## src/rtl/tmr_timeout_ctrl_pkg.sv

```systemverilog
// Shared definitions for the timeout controller.
// state_e : controller FSM state encoding (IDLE, CLEAR, RUN, EXPIRE).
// StateW  : bit width of the state encoding, used to size the state voter.
package tmr_timeout_ctrl_pkg;

  typedef enum logic [1:0] {
    IDLE   = 2'd0,
    CLEAR  = 2'd1,
    RUN    = 2'd2,
    EXPIRE = 2'd3
  } state_e;

  localparam int unsigned StateW = 2;

endpackage

```

## src/rtl/tmr_timeout_ctrl_vote.sv

```systemverilog
// Bitwise 2-of-3 majority voter.
// A, B, C : the three redundant copies (Width bits each)
// Y       : per-bit majority of A, B and C
module vote #(
  parameter int unsigned Width = 1
) (
  input  logic [Width-1:0] A,
  input  logic [Width-1:0] B,
  input  logic [Width-1:0] C,
  output logic [Width-1:0] Y
);

  assign Y = (A & B) | (A & C) | (B & C);

endmodule

```

## src/rtl/tmr_timeout_ctrl.sv

```systemverilog
// Watchdog / gate-window controller for a triplicated counter.
// Votes the three counter copies, runs a clear/run/expire sequence against a
// limit captured at START, pulses TIMEOUT for one cycle at expiry and keeps a
// sticky flag for any disagreement between the counter copies.
// CLK, RST     : clock, synchronous active-high reset
// START        : open a window (accepted only in IDLE, ABORT low)
// ABORT        : cancel the window without TIMEOUT (ignored in EXPIRE)
// LIMIT        : terminal count, captured on the accepted START edge
// ERR_CLR      : clear SEU_ERR (a mismatch in the same cycle wins)
// Q1, Q2, Q3   : counter copies
// CNT_CE       : counter enable (RUN)
// CNT_RST      : counter clear (CLEAR)
// TIMEOUT      : one-cycle expiry pulse (EXPIRE)
// BUSY         : controller not idle
// COUNT        : majority of Q1/Q2/Q3
// SEU_ERR      : sticky copy-mismatch flag
module tmr_timeout_ctrl
  import tmr_timeout_ctrl_pkg::*;
#(
  parameter int unsigned Width = 4,
  parameter bit          TMR   = 1'b0
) (
  input  logic             CLK,
  input  logic             RST,
  input  logic             START,
  input  logic             ABORT,
  input  logic [Width-1:0] LIMIT,
  input  logic             ERR_CLR,
  input  logic [Width-1:0] Q1,
  input  logic [Width-1:0] Q2,
  input  logic [Width-1:0] Q3,
  output logic             CNT_CE,
  output logic             CNT_RST,
  output logic             TIMEOUT,
  output logic             BUSY,
  output logic [Width-1:0] COUNT,
  output logic             SEU_ERR
);

  localparam logic [Width-1:0] One = Width'(1);

  state_e           state_v;
  state_e           state_d;
  logic [Width-1:0] limit_v;
  logic [Width-1:0] limit_d;
  logic             mismatch;
  logic             seu_q;
  logic             seu_d;

  vote #(.Width(Width)) u_count_vote (
    .A(Q1),
    .B(Q2),
    .C(Q3),
    .Y(COUNT)
  );

  // RUN is only entered with a nonzero limit, so limit_v - 1 never wraps.
  always_comb begin
    state_d = state_v;
    limit_d = limit_v;
    unique case (state_v)
      IDLE: begin
        if (START && !ABORT) begin
          limit_d = LIMIT;
          state_d = CLEAR;
        end
      end
      CLEAR: begin
        if (ABORT)               state_d = IDLE;
        else if (limit_v == '0)  state_d = EXPIRE;
        else                     state_d = RUN;
      end
      RUN: begin
        if (ABORT)                        state_d = IDLE;
        else if (COUNT == limit_v - One)  state_d = EXPIRE;
      end
      EXPIRE: state_d = IDLE;
    endcase
  end

  // Every copy advances from the voted state, so a single corrupted copy is
  // overwritten on the next edge.
  if (TMR) begin : g_tmr
    (* syn_preserve = 1, preserve *) state_e           st0_q, st1_q, st2_q;
    (* syn_preserve = 1, preserve *) logic [Width-1:0] lim0_q, lim1_q, lim2_q;
    (* keep *) logic [StateW-1:0] st_vote;
    (* keep *) logic [Width-1:0]  lim_vote;

    always_ff @(posedge CLK) begin
      if (RST) begin
        st0_q  <= IDLE;
        st1_q  <= IDLE;
        st2_q  <= IDLE;
        lim0_q <= '0;
        lim1_q <= '0;
        lim2_q <= '0;
      end else begin
        st0_q  <= state_d;
        st1_q  <= state_d;
        st2_q  <= state_d;
        lim0_q <= limit_d;
        lim1_q <= limit_d;
        lim2_q <= limit_d;
      end
    end

    vote #(.Width(StateW)) u_state_vote (
      .A(st0_q),
      .B(st1_q),
      .C(st2_q),
      .Y(st_vote)
    );

    vote #(.Width(Width)) u_limit_vote (
      .A(lim0_q),
      .B(lim1_q),
      .C(lim2_q),
      .Y(lim_vote)
    );

    assign state_v = state_e'(st_vote);
    assign limit_v = lim_vote;
  end else begin : g_single
    state_e           st_q;
    logic [Width-1:0] lim_q;

    always_ff @(posedge CLK) begin
      if (RST) begin
        st_q  <= IDLE;
        lim_q <= '0;
      end else begin
        st_q  <= state_d;
        lim_q <= limit_d;
      end
    end

    assign state_v = st_q;
    assign limit_v = lim_q;
  end

  assign CNT_RST = (state_v == CLEAR);
  assign CNT_CE  = (state_v == RUN);
  assign TIMEOUT = (state_v == EXPIRE);
  assign BUSY    = (state_v != IDLE);

  assign mismatch = (Q1 != Q2) || (Q2 != Q3);

  always_comb begin
    seu_d = mismatch | (seu_q & ~ERR_CLR);
  end

  always_ff @(posedge CLK) begin
    if (RST) seu_q <= 1'b0;
    else     seu_q <= seu_d;
  end

  assign SEU_ERR = seu_q;

endmodule
```

## config.mk

```make
export PLATFORM = sky130hd
export DESIGN_NAME = tmr_timeout_ctrl
export DESIGN_NICKNAME = d
export VERILOG_FILES = /design/src/rtl/tmr_timeout_ctrl_pkg.sv /design/src/rtl/tmr_timeout_ctrl_vote.sv /design/src/rtl/tmr_timeout_ctrl.sv
export SDC_FILE = /design/constraint.sdc
export NUM_CORES = 1
export LEC_CHECK = 0
export ABC_AREA = 1
export CORE_MARGIN = 1
export CORE_UTILIZATION = 42
export CTS_CLUSTER_DIAMETER = 30
export DETAILED_ROUTE_END_ITERATION = 8
export MAX_ROUTING_LAYER = met4
export PLACE_DENSITY = 0.8
export SLEW_MARGIN = 20
export SYNTH_ARGS = -nofsm -noshare
export SYNTH_HDL_FRONTEND = slang
export SYNTH_SLANG_ARGS = --single-unit
```

## constraint.sdc

```tcl
create_clock -name CLK -period 2.85 [get_ports CLK]
set_input_delay 0.4275 -clock CLK [delete_from_list [all_inputs] [get_ports CLK]]
set_output_delay 0.4275 -clock CLK [all_outputs]
set_load 0.01 [all_outputs]
```

==> impl_summary.log <==
[metrics] status: completed
[metrics] ratio of cells with drive above 1 in the final layout: 0.104
[metrics] Worst setup startpoint: Q2[2]
[metrics] Mapped Avg Cell Area: 6.54 um2
[metrics] cts repair resizes: 0
[metrics] most used cell along the critical path: clkdlybuf4s50_1
[metrics] utilization after layout: 0.712
[metrics] number of different library cells in the post-synthesis netlist: 18
[metrics] average wire length per cell after detail routing: 9.72 um
[metrics] average via count per standard cell: 4.91
[metrics] sequential share of power: 0.334
[metrics] NetSw: 0.106 mW
[metrics] GRT overflow: 0
[metrics] Worst Hold Class: reg2reg
[metrics] Worst EP arrival: 1770 ps
[metrics] 1st-iter DRT viols: 17
[metrics] fin crit share: 0.771
[metrics] minimum clock period after layout: 2200 ps
[metrics] Startpoint Class: input pin
[metrics] proportion of power drawn by combinational gates: 0.400
[metrics] power density of the placed cells: 358 mW/mm2
[metrics] critical path endpoint category: output port
[metrics] number of failing setup endpoints in the final timing report: 0
[metrics] smallest setup slack after layout: 653 ps
[metrics] DRC violation count after routing: 0
[metrics] worst endpoint required time: 2420 ps
[metrics] cells along the critical path: clkdlybuf4s50_1 > ha_1 > inv_1 > nand3_1 > clkdlybuf4s50_1
[metrics] Relative slew margins: 0.818
[metrics] number of antenna diodes: 0
[metrics] slowest library cell on the worst path: clkdlybuf4s50_1
[metrics] critical path class: in2out
[metrics] Hold Fails Final Rpt: 0
[metrics] Max-Cap Viols: 0
[metrics] Min-Delay Startpoint: SEU_ERR
[metrics] number of slew-limit violations in the final report: 0
[metrics] Total GRT Usage: 0.224
[metrics] global-route wire length before repair: 2260 um
[metrics] highest-count cells in the layout ignoring fill and taps: clkdlybuf4s50_1 (29), nand2_1 (23), inv_1 (18), ha_1 (9), dfxtp_1 (7)
[metrics] Ys Warns: 0
[metrics] critical register-to-register path startpoint: g_single.lim_q[0]
[metrics] placeable core area: 0.00132 mm2
[metrics] Starting Density: 0.457
[metrics] family with the most delay on the worst path: buffers and inverters
[metrics] net count of the mapped netlist: 122
[metrics] root cell of the clock tree: clkbuf_4
[metrics] clock buffer count from CTS: 3
[metrics] worst-margin pin slew: 271 ps
[metrics] maximum clock rate: 455 MHz
[metrics] vias in the first global route: 585
[metrics] Setup TNS: 0 ps
[metrics] area grow syn2layout: 55.9%
[metrics] TritonCTS sink count: 7
[metrics] switching part of the total power: 0.316
[metrics] flop and latch count out of synthesis: 7
[metrics] Worst path max stage delay: 550 ps
[metrics] setup repair after global routing missed its margin: false
[metrics] DIE AREA: 0.00159 mm2
[metrics] maximum fanout along the worst path: 3
[metrics] Post-Synthesis Cells: 92
[metrics] part of the power in the clock network: 0.266
[metrics] share of synthesized area occupied by flip-flops and latches: 0.233
[metrics] final weighted congestion in routability-driven placement: 0.886
[metrics] number of buffers and inverters on the critical path: 3
[metrics] WHS: 493 ps
[metrics] number of H-tree levels: 1
[metrics] die extent in y: 39.9 um
[metrics] number of buffers on the longest clock path: 2
[metrics] largest net degree at the start of global routing: 9
[metrics] Ports: 30
[metrics] leading cell type in the layout, fill and taps excluded: clkdlybuf4s50_1
[metrics] detailed-route wire length: 1360 um
[metrics] Max rail drop VDD: 308 uV
[metrics] post-synthesis cell area: 602 um2
[metrics] Power Internal: 0.229 mW
[metrics] post-CTS setup-driven buffer insertion count: 0
[metrics] clock-pin slew reported for the worst setup and hold paths after clock tree synthesis: 60 ps
[metrics] clock tree from TritonCTS: yes
[metrics] initial antenna violation count: 0
[metrics] detailed-route via count: 688
[metrics] standby leakage power: 0.460 nW
[metrics] worst clock skew: 6.99 ps
[metrics] # nets final: 156
[metrics] Buffers on Ports: 29
[metrics] clock latency at the later pin of the worst-skew pair: 250 ps
[metrics] half-perimeter wire length of the detailed placement result: 1210 um
[metrics] Chip Width: 39.9 um
[metrics] ANT nets after route: 0
[metrics] Post-CTS Hold Buffers: 0
[metrics] Placement Rows: 13
[metrics] total iterations of the first detailed-routing run: 4
[metrics] pre-CTS WS: 651 ps
## worst paths after layout
check                           to  cells past startpoint  slack [ps]
setup / recovery          COUNT[2]                      5         650
hold / removal             SEU_ERR                      2         490
setup reg to reg  g_single.st_q[0]                      9        1510
hold reg to reg            SEU_ERR                      2         490
## cell type report
cell class	instances	area, um2
multi-input cells	64	383
fillers	116	379
repair buffers	29	290
flip-flops and latches	7	140
inverters	21	78.8
clock buffers	3	22.5
well taps	15	18.8
clock inverters	1	5.00
## kinds of logic after synthesis
kind of cell	share of synthesized area
adder cells (fa/ha/maj)	0.187
flip-flops	0.233
AND/OR/NAND/NOR	0.333
AO/OA/AOI/OAI	0.102
XOR/XNOR	0.0146
buffers and inverters	0.131
## sequential cells by signal, summed over array words and instances (netlist names)
name,count
g_single.lim_q,4
SEU_ERR,1
g_single.st_q,2
## worst reg2reg max path, cell delays in order (launching register included)
cell,delay [ps]
dfxtp_1,370
inv_2,60
ha_1,300
nand3b_1,150
nand2_1,70
nor2_1,40
nand3_1,80
nand2_1,60
nand2_1,70
nor2_2,30
## synthesized netlist by cell type (all sizes together)
library cell	n	share of area
o21ai	7	0.058
nand4	2	0.021
nor2	6	0.058
dfxtp	7	0.23
nor3	2	0.025
xnor2	1	0.015
nand3	5	0.042
nand3b	1	0.012
nand2	23	0.14
ha	9	0.19
a31oi	1	0.010
a21oi	4	0.033
inv	21	0.13
nor4	3	0.031
## per-stage QoR
step	power, mW	std cells	area (um2)
floorplan	0.184	92	602
global placement	0.246	136	911
detailed placement	0.249	136	911
CTS	0.340	140	938
global route	0.365	140	938
finish	0.336	140	938
## power by group through the flow
| stage | sequential (mW) | clock, mW | combinational, mW |
|---|---|---|---|
| after global routing | 0.113 | 0.100 | 0.152 |
| after floorplan | 0.113 | 0 | 0.0708 |
| after CTS | 0.112 | 0.0921 | 0.135 |
| final | 0.112 | 0.0891 | 0.134 |
| after global placement | 0.114 | 0 | 0.132 |
| after detailed placement | 0.114 | 0 | 0.135 |
## per-layer routing
| layer | vias to the layer above | track usage | wire length (um) |
|---|---|---|---|
| met4 | 0 | 0.0259 | 0 |
| met2 | 15 | 0.352 | 644 |
| met5 | - | - | 0 |
| li1 | 373 | - | - |
| met1 | 300 | 0.268 | 633 |
| met3 | 0 | 0.102 | 84 |
Power figures use the tool's default switching activity.
